`src/rtl/cache_mem_ctrl.sv`:
```
// Cache-side DRAM initiator: optional dirty-victim writeback followed by a line refill.
// All outputs are registered; one miss transaction is in flight at a time.
module cache_mem_ctrl #(
    parameter int AWIDTH     = 23,
    parameter int DWIDTH     = 128,
    parameter int CMD_CYCLES = 3,
    parameter int TIMEOUT    = 64
) (
    input  logic              clk,
    input  logic              rst,
    input  logic              req_valid,
    output logic              req_ready,
    input  logic              req_wb,
    input  logic [AWIDTH-1:0] req_wb_addr,
    input  logic [DWIDTH-1:0] req_wb_data,
    input  logic [AWIDTH-1:0] req_fill_addr,
    output logic              resp_valid,
    output logic [DWIDTH-1:0] resp_data,
    output logic              resp_err,
    output logic              mem_wren,
    output logic              mem_rden,
    output logic [AWIDTH-1:0] mem_addr,
    output logic [DWIDTH-1:0] mem_data_in,
    input  logic [DWIDTH-1:0] mem_data_out,
    input  logic              mem_ready
);

    localparam int CW = $clog2(TIMEOUT + 1);

    typedef enum logic [2:0] {
        IDLE,
        WB_CMD,
        WB_WAIT,
        RD_CMD,
        RD_WAIT,
        RESP
    } state_t;

    state_t            state, state_d;
    logic [CW-1:0]     cmd_cnt, cmd_cnt_d;
    logic [CW-1:0]     wait_cnt, wait_cnt_d;
    logic              err, err_d;
    logic [AWIDTH-1:0] wb_addr_q, wb_addr_d;
    logic [DWIDTH-1:0] wb_data_q, wb_data_d;
    logic [AWIDTH-1:0] fill_addr_q, fill_addr_d;
    logic              req_ready_d, resp_valid_d, resp_err_d;
    logic              mem_wren_d, mem_rden_d;
    logic [DWIDTH-1:0] resp_data_d, mem_data_in_d;
    logic [AWIDTH-1:0] mem_addr_d;

    logic cmd_last, wait_expired;
    assign cmd_last     = (cmd_cnt == CW'(CMD_CYCLES - 1));
    assign wait_expired = (wait_cnt == CW'(TIMEOUT));

    always_comb begin
        state_d       = state;
        cmd_cnt_d     = cmd_cnt;
        wait_cnt_d    = wait_cnt;
        err_d         = err;
        wb_addr_d     = wb_addr_q;
        wb_data_d     = wb_data_q;
        fill_addr_d   = fill_addr_q;
        req_ready_d   = req_ready;
        resp_valid_d  = 1'b0;
        resp_err_d    = 1'b0;
        resp_data_d   = resp_data;
        mem_wren_d    = mem_wren;
        mem_rden_d    = mem_rden;
        mem_addr_d    = mem_addr;
        mem_data_in_d = mem_data_in;

        case (state)
            IDLE: begin
                if (req_valid && req_ready) begin
                    wb_addr_d   = req_wb_addr;
                    wb_data_d   = req_wb_data;
                    fill_addr_d = req_fill_addr;
                    req_ready_d = 1'b0;
                    cmd_cnt_d   = '0;
                    wait_cnt_d  = '0;
                    err_d       = 1'b0;
                    resp_data_d = '0;
                    // The first command cycle is registered here so the memory sees it on the next edge.
                    if (req_wb) begin
                        state_d       = WB_CMD;
                        mem_wren_d    = 1'b1;
                        mem_addr_d    = req_wb_addr;
                        mem_data_in_d = req_wb_data;
                    end else begin
                        state_d    = RD_CMD;
                        mem_rden_d = 1'b1;
                        mem_addr_d = req_fill_addr;
                    end
                end
            end
            WB_CMD: begin
                if (cmd_last) begin
                    mem_wren_d = 1'b0;
                    cmd_cnt_d  = '0;
                    wait_cnt_d = '0;
                    state_d    = WB_WAIT;
                end else begin
                    cmd_cnt_d = cmd_cnt + 1'b1;
                end
            end
            WB_WAIT: begin
                if (mem_ready || wait_expired) begin
                    if (!mem_ready) err_d = 1'b1;
                    wait_cnt_d = '0;
                    cmd_cnt_d  = '0;
                    mem_rden_d = 1'b1;
                    mem_addr_d = fill_addr_q;
                    state_d    = RD_CMD;
                end else begin
                    wait_cnt_d = wait_cnt + 1'b1;
                end
            end
            RD_CMD: begin
                if (cmd_last) begin
                    mem_rden_d = 1'b0;
                    cmd_cnt_d  = '0;
                    wait_cnt_d = '0;
                    state_d    = RD_WAIT;
                end else begin
                    cmd_cnt_d = cmd_cnt + 1'b1;
                end
            end
            RD_WAIT: begin
                if (mem_ready) begin
                    resp_data_d  = mem_data_out;
                    resp_valid_d = 1'b1;
                    resp_err_d   = err;
                    wait_cnt_d   = '0;
                    state_d      = RESP;
                end else if (wait_expired) begin
                    err_d        = 1'b1;
                    resp_valid_d = 1'b1;
                    resp_err_d   = 1'b1;
                    wait_cnt_d   = '0;
                    state_d      = RESP;
                end else begin
                    wait_cnt_d = wait_cnt + 1'b1;
                end
            end
            RESP: begin
                req_ready_d = 1'b1;
                err_d       = 1'b0;
                state_d     = IDLE;
            end
            default: begin
                req_ready_d = 1'b1;
                state_d     = IDLE;
            end
        endcase
    end

    always_ff @(posedge clk) begin
        if (rst) begin
            state       <= IDLE;
            cmd_cnt     <= '0;
            wait_cnt    <= '0;
            err         <= 1'b0;
            wb_addr_q   <= '0;
            wb_data_q   <= '0;
            fill_addr_q <= '0;
            req_ready   <= 1'b1;
            resp_valid  <= 1'b0;
            resp_err    <= 1'b0;
            resp_data   <= '0;
            mem_wren    <= 1'b0;
            mem_rden    <= 1'b0;
            mem_addr    <= '0;
            mem_data_in <= '0;
        end else begin
            state       <= state_d;
            cmd_cnt     <= cmd_cnt_d;
            wait_cnt    <= wait_cnt_d;
            err         <= err_d;
            wb_addr_q   <= wb_addr_d;
            wb_data_q   <= wb_data_d;
            fill_addr_q <= fill_addr_d;
            req_ready   <= req_ready_d;
            resp_valid  <= resp_valid_d;
            resp_err    <= resp_err_d;
            resp_data   <= resp_data_d;
            mem_wren    <= mem_wren_d;
            mem_rden    <= mem_rden_d;
            mem_addr    <= mem_addr_d;
            mem_data_in <= mem_data_in_d;
        end
    end

endmodule

```
`config.mk`:
```
export PLATFORM = sky130hd
export DESIGN_NAME = cache_mem_ctrl
export DESIGN_NICKNAME = d
export VERILOG_FILES = /design/src/rtl/cache_mem_ctrl.sv
export SDC_FILE = /design/constraint.sdc
export NUM_CORES = 1
export LEC_CHECK = 0
export BUFFER_PORTS_ARGS = -buffer_cell sky130_fd_sc_hd__buf_2
export CAP_MARGIN = 15
export CELL_PAD_IN_SITES_DETAIL_PLACEMENT = 1
export CELL_PAD_IN_SITES_GLOBAL_PLACEMENT = 2
export CORE_MARGIN = 10
export CORE_UTILIZATION = 27
export CTS_CLUSTER_SIZE = 16
export DETAILED_ROUTE_END_ITERATION = 7
export PLACE_DENSITY = 0.9
export SLEW_MARGIN = 20
export SYNTH_ARGS = -nofsm -noshare
export SYNTH_HDL_FRONTEND = slang
export SYNTH_SLANG_ARGS = --single-unit
```
`constraint.sdc`:
```
create_clock -name clk -period 3.75 [get_ports clk]
set_input_delay 0.375 -clock clk [delete_from_list [all_inputs] [get_ports clk]]
set_output_delay 0.375 -clock clk [all_outputs]
set_load 0.005 [all_outputs]
```
After elaboration in Yosys (flattened, before gate mapping)
Index checks and enable logic that the tools add are counted.

Add/sub/neg operators: 2. Muxes and demuxes: 42. Equality and inequality tests: 19. Reductions and logical operators: 24. Bitwise logic cells: 2.

Operator list (number): 2-to-1 mux 128 bit (2); case mux 128 bit (2 select lines) (1); 2-to-1 mux 23 bit (3); 2-to-1 mux 7 bit (7); case mux 23 bit (2 select lines) (1); case mux 7 bit (4 select lines) (1); case mux 7 bit (3 select lines) (1); inequality test 2 bit (second input constant) (10); 2-to-1 mux 3 bit (6); case mux 3 bit (5 select lines) (1); AND reduction 3 bit (5); adder 7 x 1 -> 7 bit (second input constant) (2); 2-to-1 mux 1 bit (14); AND reduction 5 bit (2); nonzero test 4 bit (2); equality test 7 x 2 -> 1 bit (second input constant) (1); equality test 7 bit (second input constant) (1); equality test 3 x 2 -> 1 bit (second input constant) (2); equality test 3 bit (second input constant) (2); AND reduction 6 bit (1); nonzero test 2 bit (3); nonzero test 3 bit (2); case mux 1 bit (2 select lines) (2); case mux 1 bit (4 select lines) (1); 13 further kinds (16).

Word-level logic and storage cells: 102. Input port bits: 307. Output and inout bits: 284. Bits in registers: 325.

Depth between registers and ports, before layout
Gate-level depths: netlist (run 1).

Depth in word-level cells: 4. Mapped depth: 8.

Least setup slack after synthesis (run 1)
No wires, ideal clock.

Path kind: reg2reg. From: register wait_cnt[0]. To: register mem_addr[10]. Path slack: 2.055 ns. Stages on the path, launching flop included: 8. Period minus slack after synthesis: 1.695 ns. Buffers on the path: 1. Data arrival time: 1.623 ns. Data required time: 3.678 ns. Cells stage by stage: dfxtp_1 -> inv_1 -> ha_1 -> nor2b_1 -> a21o_1 -> a21oi_2 -> buf_6 -> mux2i_1.

Cells in the longest elaborated chain, start to end: 4.

RTL lines: from (decl) (line 41) `logic [CW-1:0] wait_cnt, wait_cnt_d;`; from (signal assigned) (line 177) `wait_cnt <= wait_cnt_d;`; equality test 7 bit (line 53) `assign wait_expired = (wait_cnt == CW'(TIMEOUT));`; logical OR 1 bit (line 107) `if (mem_ready || wait_expired) begin`; inequality test 2 bit (no source line); AND reduction 3 bit (no source line); to (signal assigned) (line 188) `mem_addr <= mem_addr_d;`; to (decl) (line 22) `output logic [AWIDTH-1:0] mem_addr,`.

No other way between the ends. A chain may end at the register's enable or synchronous reset.

Final worst setup path (run 1)
From: register state[2]. To: register resp_data[25].

Cells in the longest elaborated chain, start to end: 3. Elaborated cells on any way between the ends: 7. Classes of those cells: 3 x eq/ne; 1 x mux; 3 x reduce/logical.

RTL lines: from (decl) (line 39) `state_t state, state_d;`; from (signal assigned) (line 175) `state <= state_d;`; equality test 3 bit or zero test 3 bit (tied branches) (line 72) `case (state)`; inequality test 2 bit (no source line) or nonzero test 2 bit (tied branches); AND reduction 3 bit (no source line); to (signal assigned) (line 185) `resp_data <= resp_data_d;`; to (decl) (line 18) `output logic [DWIDTH-1:0] resp_data,`.

Parallel ways exist; a longest one is shown, timed or not.

==> results.ini, run 1 <==
[run_status]
status=complete, no violations

[clock_network]
cts_resized=0
cts.sinks=325
cts_tree=done
postCtsSetupBuffers=0
cts-root-buf=clkbuf_16
ctsHoldBuffers=0
clockBufferDepth=3
cts_made_buffers=39
clkLatencyLatePin_ps=540
cts.htree.levels=2
clk_pin_slew_ps=60

[floorplanning]
std_cell_rows=78
die_h_um=236
core-area_sq_um=45700
num_io_pins=591
dieWidth_um=236
design.die.area_sq_um=55500
start_util=0.275

[critical_path]
worst_setup_path_end_kind=flip-flop
critPathSlowestCell=dfxtp_1
worstPathMaxFanout=90
worstPathCellList=and3b_1, a22oi_2, buf_12, nand2_1, a21oi_1
rrSetupSlack_ps=1040
r2r.worst_path.cells=5
start_kind=flip-flop
path_class=reg -> reg
r2r_start=state[2]
slowest_delay_ps=870
setup.worst_path.end=resp_data[25]
r2r_end=resp_data[25]
critPathLaunch=state[2]
cp.required_ps=4200
cp.arrival_ps=3160

[placed_design]
dp_worst_setup_slack_ps=1040
portBuffers=590
placed_area_sq_um=15900
dp_hpwl_um=39900
place_congestion=0.807

[power]
p_int_mw=6.38
leakagePower_nw=7.51
share_seq_of_total_power=0.427
combPwrFrac=0.138
p_per_area_nw_per_um2=508
swShare=0.268
p_sw_mw=2.34
pwr-share-clk=0.436
vdd_drop_max_mv=0.392

[timing]
post-route-period-util=0.724
finalWorstPathRequiredPeriod_ps=2710
setup_viol=0
hold_viol=0
finClkSkew_ps=13.8
maxSlewViolCount=0
setup_tns_ps=0
slew_headroom=0.403
layout_setup_ws_ps=1040
rsz0062_at_grt=no
max_freq_mhz=369
tightest_slew_ps=896

[global_route]
grt_util_met2=0.311
grt_util_met3=0.0772
grt_pass1_wl_um=82100
grt_antenna_before_repair=17
grt_busiest_layer=met2
grt_overflow_total=0
grt_pass1_vias=13700
use_met1=0.201
track_usage=0.184
grt_max_degree=159

[logic_synthesis]
syn_inst=1549
synth-edff-count=0
yosysUniqueCellTypes=54
synth_seq_cells=325
synth_warnings=0
synth-async-reset-ratio=0
synth_nets=1860
syn-cell-area_sq_um=12600
ys.flop_type=dfxtp_1
synth_area_leaders=dfxtp_1, nand2_1, a21oi_1, nand3_1, mux2i_1
ys_seq_area_frac=0.518
yosysTopAreaCell=dfxtp_1
synth_top_area_frac=0.518
avgSynthCellArea_sq_um=8.11

[finish]
final_layout_size_suffix_gt1_frac=0.324
fin_nets=2381
multiInputGateArea_sq_um=5390
area_growth_syn_to_layout_pct=36.9
fin_area_sq_um=17200
fin_util=0.376
n_fill_cell=5704
seq_area_sq_um=6510

[routing]
totalWireLength_um=54000
ant_nets=0
vias=13100
wl_per_cell_um=20.0
drt_iter0_markers=452
drcViolationCount=0
via_per_inst=4.83
first_pass_iters=4

[worst_hold_path]
hold_path_class=in -> reg

[flow_run]
maxCapViolCount=0

-- sequential cells by signal, indices dropped and copies added (netlist names), 3 cells and up --
name         cells
mem_addr        23
resp_data      128
wait_cnt         7
fill_addr_q     23
state            3
cmd_cnt          7
mem_data_in    128
-- stage by stage --
| step | total power, mW | hold slack (ps) | instances |
|---|---|---|---|
| finish | 8.72 | 77.3 | 2704 |
| detailed placement | 5.02 | 444 | 2629 |
| global placement | 4.98 | 434 | 2629 |
| floorplan | 4.49 | 436 | 1549 |
| CTS | 8.85 | 36.8 | 2697 |
| global route | 9.13 | 56.5 | 2699 |
-- metal layers --
metal	wire length (um)	vias up	part of all wire
met5	144	-	0.0027
met4	1740	22	0.032
met3	5120	97	0.095
met2	26100	452	0.48
met1	20900	6217	0.39
li1	-	6282	-
-- cells in the mapped netlist, types with 3 or more instances --
master    count
a21oi_1     296
a22oi_1       3
a31oi_1       5
and3_1        5
buf_2        46
buf_4         6
buf_6        13
clkbuf_1     63
dfxtp_1     325
ha_1          4
inv_1         9
mux2i_1      46
nand2_1     489
nand3_1     139
nor2_1        8
nor3_1        5
o211ai_1     29
o21a_1        3
o21ai_0      10
or3_1         3
-- worst max-delay path, delay by kind of cell, from the launching register on --
family                 cells  cell delay [ps]
AO/OA/AOI/OAI              2              840
buffers and inverters      1              390
flip-flops                 1              870
AND/OR/NAND/NOR            2              420
-- cell families after synthesis --
| family | count (synthesis) | share of synthesized area |
|---|---|---|
| compound gates | 365 | 0.160 |
| xor+xnor | 1 | 0.000698 |
| fa+ha+maj | 4 | 0.00399 |
| buf+inv | 139 | 0.0557 |
| flops | 325 | 0.518 |
| mux | 47 | 0.0376 |
| simple gates | 668 | 0.224 |
-- worst min-delay path by stage --
| stage | startpoint | endpoint | slack [ps] | depth (start not counted) |
|---|---|---|---|---|
| after floorplan | fill_addr_q[0] | fill_addr_q[0] | 440 | 2 |
| after global placement | resp_data[2] | resp_data[2] | 430 | 2 |
| after detailed placement | resp_data[58] | resp_data[58] | 440 | 2 |
| after CTS | req_wb_data[19] | mem_data_in[19] | 40 | 3 |
| after global routing | req_wb_data[33] | mem_data_in[33] | 60 | 3 |
| final | req_wb_data[19] | mem_data_in[19] | 80 | 3 |
-- power by group through the flow --
stage	combinational (mW)	sequential [mW]	clock, mW
after floorplan	0.705	3.78	0
after global placement	1.19	3.79	0
after detailed placement	1.22	3.80	0
after CTS	1.22	3.72	3.91
after global routing	1.33	3.75	4.06
final	1.20	3.72	3.80
-- layout by cell type, fill, tap and decap left out, types with 2 or more instances in the layout --
cell type | netlist | routed
buf_4 | 6 | 12
a311oi_1 | 2 | 2
bufinv_16 | 0 | 2
a22oi_1 | 3 | 2
nand3_1 | 139 | 138
a221oi_1 | 2 | 2
o21a_1 | 3 | 3
dfxtp_1 | 325 | 325
inv_1 | 9 | 8
clkbuf_8 | 0 | 10
nor3_1 | 5 | 5
nor2_1 | 8 | 8
buf_2 | 46 | 589
nor2b_1 | 2 | 2
and3_1 | 5 | 5
clkinv_2 | 0 | 5
o211ai_1 | 29 | 29
or3b_1 | 2 | 2
o31ai_1 | 2 | 2
clkinv_1 | 1 | 2
mux2i_1 | 46 | 46
or4_1 | 2 | 2
nand4_1 | 2 | 2
a21oi_1 | 296 | 296
buf_12 | 0 | 7
ha_1 | 4 | 4
a31oi_1 | 5 | 5
or3_1 | 3 | 3
nand2_1 | 489 | 489
diode_2 | 0 | 7
clkbuf_1 | 63 | 9
clkbuf_16 | 0 | 41
o21ai_0 | 10 | 10
nor4_1 | 2 | 2
-- layout make-up --
type | count | share of cell area
inverters | 10 | 0.00218
clock buffers | 60 | 0.0697
flip-flops and latches | 325 | 0.379
multi-input cells | 1085 | 0.314
clock inverters | 8 | 0.00546
repair buffers | 609 | 0.186
diodes | 7 | 0.00102
well taps | 600 | 0.0437
(Power assumes the default switching activity.)
==> run 2, diff against run 1 <==
Settings changed: CORE_UTILIZATION 27 to 23, PLACE_DENSITY 0.9 to 0.82.
Clock period 3.75 ns to 2.2 ns, I/O delays scaled along.
==> results.ini, run 2 (same netlist as run 1, synthesis figures left out) <==
[timing]
slew_headroom=0.622  ; +0.219
finalWorstPathRequiredPeriod_ps=2070  ; -646 ps
hold_viol=0  ; unchanged
setup_viol=0  ; unchanged
holdWs_ps=27.3  ; -49.9 ps
setup_tns_ps=0  ; unchanged
finClkSkew_ps=23.1  ; +9.22 ps
maxSlewViolCount=0  ; unchanged
layout_setup_ws_ps=132  ; -904 ps
post-route-period-util=0.940  ; +0.216
max_freq_mhz=484  ; +31%
tightest_slew_ps=564  ; -331 ps

[finish]
area_growth_syn_to_layout_pct=63.4
multiInputGateArea_sq_um=5390  ; unchanged
n_fill_cell=6466  ; +13%
fin_nets=2694  ; +13%
seq_area_sq_um=6510  ; unchanged
final_layout_size_suffix_gt1_frac=0.297  ; -0.0269
fin_area_sq_um=20500  ; +19%
final_common_cell=buf_2
final_cell_mix=buf_2, nand2_1, dfxtp_1
stdcell_count=3117  ; +15%
fin_util=0.380  ; +0.00423
reg_top3=mem_data_in x128, resp_data x128

[power]
totalPowerFinal_mw=15.8  ; +82%
leakagePower_nw=8.90  ; +19%
p_per_area_nw_per_um2=772  ; +52%
vdd_drop_max_mv=0.506  ; +29%

[critical_path]
start_kind=flip-flop
worstPathCellList=buf_4, nand3b_1, o22ai_4, buf_4, nand3_1, a21oi_1
path_class=reg -> reg
critPathSlowestCell=buf_4
cp.required_ps=2680  ; -1520 ps
worstPathMaxFanout=30  ; -67%
cp.arrival_ps=2550  ; -610 ps
slowest_delay_ps=400  ; -470 ps
worst_setup_path_end_kind=flip-flop
crit_top_cell=buf_4

[routing]
wl_met3_um=5780  ; +13%
vias=14700  ; +12%
wl_met1_um=23300  ; +12%
drcViolationCount=0  ; unchanged
wl_per_cell_um=20.3  ; +1.8%
via_per_inst=4.72  ; -2.4%
totalWireLength_um=63400  ; +17%
drt_iter0_markers=604  ; +34%
route.met2.wl_um=31300  ; +20%
ant_nets=0  ; unchanged
first_pass_iters=4  ; unchanged
highest_layer=met5

[placed_design]
placed_area_sq_um=16400  ; +3.0%
portBuffers=590  ; unchanged
dp_cells=2758  ; +4.9%
place_congestion=0.885  ; +9.6%
dp_worst_setup_slack_ps=204  ; -840 ps
dp_hpwl_um=42500  ; +6.5%

[floorplanning]
dieWidth_um=254  ; +7.6%
num_io_pins=591  ; unchanged
start_util=0.233  ; -0.0420
core-area_sq_um=53900  ; +18%
design.die.area_sq_um=64300  ; +16%
std_cell_rows=85  ; +9.0%
die_h_um=254  ; +7.6%

[clock_network]
clockBufferDepth=3  ; unchanged
cts.sinks=325  ; unchanged
cts.htree.levels=2  ; unchanged
clk_pin_slew_ps=60  ; about the same
cts-root-buf=clkbuf_16
cts_made_buffers=41  ; +5.1%
clkLatencyLatePin_ps=570  ; +30 ps
cts_tree=done

[global_route]
grt_overflow_total=0  ; unchanged
grt_max_degree=104  ; -35%
grt_antenna_before_repair=9  ; -8
track_usage=0.187  ; +0.00338
grt_pass1_vias=16300  ; +19%
grt_pass1_wl_um=95600  ; +16%

[worst_hold_path]
hold_path_class=in -> reg

[run_status]
status=complete, no violations

[flow_run]
maxCapViolCount=0  ; unchanged

-- run 2: worst max-delay path, delay by kind of cell, from the launching register on --
family | cells | cell delay (ps)
and+or+nand+nor | 2 | 470
AOI/OAI and AO/OA | 2 | 590
buffers and inverters | 2 | 610
DFF | 1 | 310
-- run 2: path summary, 6_finish.rpt --
check,depth (start not counted),slack [ps],startpoint,endpoint
worst max-delay path,6,130,state[2],resp_data[6]
worst min register to register,2,450,resp_data[93],resp_data[93]
worst max register to register,6,130,state[2],resp_data[6]
worst min-delay path,3,30,req_wb_data[64],mem_data_in[64]
-- run 2: cell type report --
type	instances	share of cell area
Sequential cell	325	0.317
Timing Repair Buffer	920	0.309
Multi-Input combinational cell	1085	0.263
Clock buffer	56	0.0567
Tap cell	696	0.0424
Clock inverter	15	0.00909
Inverter	10	0.00183
Antenna cell	10	0.00122
-- run 2: per-layer routing --
layer	vias to the layer above	track usage
met5	-	0
met4	2	0.0925
met3	138	0.0674
met2	571	0.328
met1	7078	0.195
li1	6913	-
-- run 2: what timing repair did --
| action | CTS | global route |
|---|---|---|
| buffers inserted | 0 | 0 |
| resized for setup | 0 | 0 |
| hold buffers | 278 | 1 |
| hold endpoints to repair | 277 | 1 |
| endpoints found under the setup margin | 0 | 1 |
-- run 2: power breakdown --
group / internal, mW / total [mW] / switching [mW]
sequential: 6.17 / 6.34 / 0.171
clock: 4.06 / 6.79 / 2.72
combinational: 1.19 / 2.71 / 1.52
total: 11.4 / 15.8 / 4.41
==> run 3, diff against run 2 <==
Settings changed: ABC_AREA set to 1, CORE_UTILIZATION 23 to 22.
==> results.ini, run 3 <==
[run_status]
status=complete, no violations

[logic_synthesis]
ys.flop_type=dfxtp_1
synth-async-reset-ratio=0  ; unchanged
yosysTopAreaCell=dfxtp_1
synth_top_area_frac=0.527  ; +0.00909
yosysMostFrequentCell=nor2_1
syn_inst=1652  ; +6.6%
yosysUniqueCellTypes=27  ; -50%
ys_seq_area_frac=0.527  ; +0.00909
avgSynthCellArea_sq_um=7.47  ; -7.9%
synth_nets=1963  ; +5.5%
synth_warnings=0  ; unchanged
synth_area_leaders=dfxtp_1, nor2_1, o21ai_1, a21oi_1, nand2_1
synth-edff-count=0  ; unchanged
synth_seq_cells=325  ; unchanged
syn-cell-area_sq_um=12300  ; -1.7%
synthTopCellsByCount=nor2_1, dfxtp_1, o21ai_1

[critical_path]
worst-path-buf-inv=3  ; +1
worst_setup_path_end_kind=flip-flop
path_class=reg -> reg
slowest_delay_ps=370  ; -30 ps
worstPathCellList=inv_1, ha_1, inv_1, nor2_1, nand3_1, nand2_1, nand2_1, nand2_1, buf_4, o21ai_0, nor2_1
start_kind=flip-flop
crit_family=simple AND/OR/NAND/NOR gates
worstPathMaxFanout=23  ; -23%
crit_top_cell=nand2_1
cp.required_ps=2630  ; -50 ps
critPathSlowestCell=dfxtp_1
cp.arrival_ps=2310  ; -240 ps

[finish]
seq_area_sq_um=6510  ; unchanged
reg_top3=mem_data_in x128, resp_data x128
fin_area_sq_um=20200  ; -1.3%
fin_nets=2784  ; +3.3%
final_common_cell=buf_2
final_layout_size_suffix_gt1_frac=0.281  ; -0.0166
final_cell_mix=buf_2, nor2_1, dfxtp_1
multiInputGateArea_sq_um=5070  ; -5.8%
area_growth_syn_to_layout_pct=64.1
stdcell_count=3260  ; +4.6%
n_fill_cell=6906  ; +6.8%

[floorplanning]
num_io_pins=591  ; unchanged
die_h_um=257  ; +1.3%
std_cell_rows=86  ; +1.2%
start_util=0.223  ; -0.00976
core-area_sq_um=55300  ; +2.6%
design.die.area_sq_um=66000  ; +2.5%
dieWidth_um=257  ; +1.3%

[timing]
finClkSkew_ps=9.67  ; -13.4 ps
setup_tns_ps=0  ; unchanged
tightest_slew_ps=728  ; +163 ps
max_freq_mhz=534  ; +10%
slew_headroom=0.515  ; -0.107
layout_setup_ws_ps=327  ; +195 ps
finalWorstPathRequiredPeriod_ps=1870  ; -195 ps
setup_viol=0  ; unchanged
rsz0062_at_grt=no
hold_viol=0  ; unchanged
post-route-period-util=0.851  ; -0.0886
maxSlewViolCount=0  ; unchanged

[clock_network]
cts.htree.levels=2  ; unchanged
clockBufferDepth=3  ; unchanged
cts.sinks=325  ; unchanged
cts_tree=done
cts-root-buf=clkbuf_16
cts_made_buffers=40  ; -2.4%
clk_pin_slew_ps=50  ; about the same
clkLatencyLatePin_ps=540  ; -30 ps

[global_route]
track_usage=0.181  ; -0.00565
grt_pass1_vias=16400  ; +0.61%
grt_overflow_total=0  ; unchanged
grt_pass1_wl_um=95400  ; -0.16%
grt_max_degree=136  ; +31%
grt_antenna_before_repair=13  ; +4

[power]
pwr-share-clk=0.273  ; -0.156
p_per_area_nw_per_um2=1190  ; +54%
combPwrFrac=0.359  ; +0.188
leakagePower_nw=9.95  ; +12%
totalPowerFinal_mw=24.1  ; +52%
vdd_drop_max_mv=0.672  ; +33%
p_sw_mw=8.96  ; +100%
swShare=0.372  ; +0.0932
p_int_mw=15.1  ; +32%
share_seq_of_total_power=0.368  ; -0.032

[routing]
highest_layer=met5
first_pass_iters=5  ; +1
wl_met1_um=24000  ; +3.0%
wl_per_cell_um=19.3  ; -4.9%
drt_iter0_markers=583  ; -3.5%
wl_met3_um=4020  ; -30%
totalWireLength_um=63000  ; -0.57%
vias=14800  ; +0.69%
ant_nets=0  ; unchanged
via_per_inst=4.54  ; -3.7%
route.met2.wl_um=31900  ; +2.1%
drcViolationCount=0  ; unchanged

[flow_run]
maxCapViolCount=0  ; unchanged

[placed_design]
dp_hpwl_um=41700  ; -1.9%
placed_area_sq_um=16200  ; -1.2%
place_congestion=0.851  ; -3.8%
dp_worst_setup_slack_ps=168  ; -36.2 ps
portBuffers=590  ; unchanged
dp_cells=2903  ; +5.3%

[worst_hold_path]
hold_path_class=in -> reg

run 3: layout make-up:
class,instances,share of cell area
sequential,325,0.321
timing repair buffer,903,0.306
multi-input combinational,1148,0.251
clock buffer,59,0.0565
tap,748,0.0462
inverter,55,0.0109
clock inverter,10,0.00674
antenna,12,0.00148
run 3: kinds of logic after synthesis:
| logic type | share of synthesized area |
|---|---|
| DFF | 0.527 |
| adders and majority gates | 0.00406 |
| AOI/OAI and AO/OA | 0.205 |
| xor gates and xnor gates | 0.00284 |
| and+or+nand+nor | 0.199 |
| buffers and inverters | 0.0621 |
run 3: final timing paths:
| path | start | to | slack [ps] | cells past startpoint |
|---|---|---|---|---|
| hold reg to reg | fill_addr_q[3] | fill_addr_q[3] | 450 | 2 |
| hold / removal | req_fill_addr[12] | fill_addr_q[12] | 30 | 3 |
| setup reg to reg | wait_cnt[0] | mem_addr[22] | 330 | 11 |
| setup / recovery | wait_cnt[0] | mem_addr[22] | 330 | 11 |
run 3: per-layer routing:
layer	GRT usage	vias to the layer above
li1	-	7049
met5	0	-
met1	0.192	7094
met2	0.319	490
met3	0.0527	169
met4	0.0988	2
run 3: tightest hold or removal path: stages:
cell     delay [ps]
buf_2            90
o21ai_0          90
a21oi_1         130
run 3: power groups by stage:
stage          combinational, mW  clock, mW  sequential (mW)
3_5_place_dp                8.16          0             8.87
3_3_place_gp                7.99          0             8.80
4_1_cts                     8.61       6.78             8.80
6_report                    8.66       6.58             8.86
2_1_floorplan               3.95          0             8.97
5_1_grt                     9.60       7.03             9.06
run 3: stage by stage:
| step | util | hold slack, ps |
|---|---|---|
| 2_1_floorplan | - | 289 |
| 3_3_place_gp | 0.292 | 432 |
| 3_5_place_dp | 0.292 | 441 |
| 4_1_cts | 0.365 | 0.148 |
| 5_1_grt | 0.366 | 19.6 |
| 6_report | 0.366 | 34.0 |
run 3: timing repair:
item                                    in CTS  in global routing
endpoints found under the hold margin      276                  0
buffers inserted                             0                  0
hold buffers                               276                  0
endpoints found under the setup margin       0                 19
gates resized for setup                      0                  3
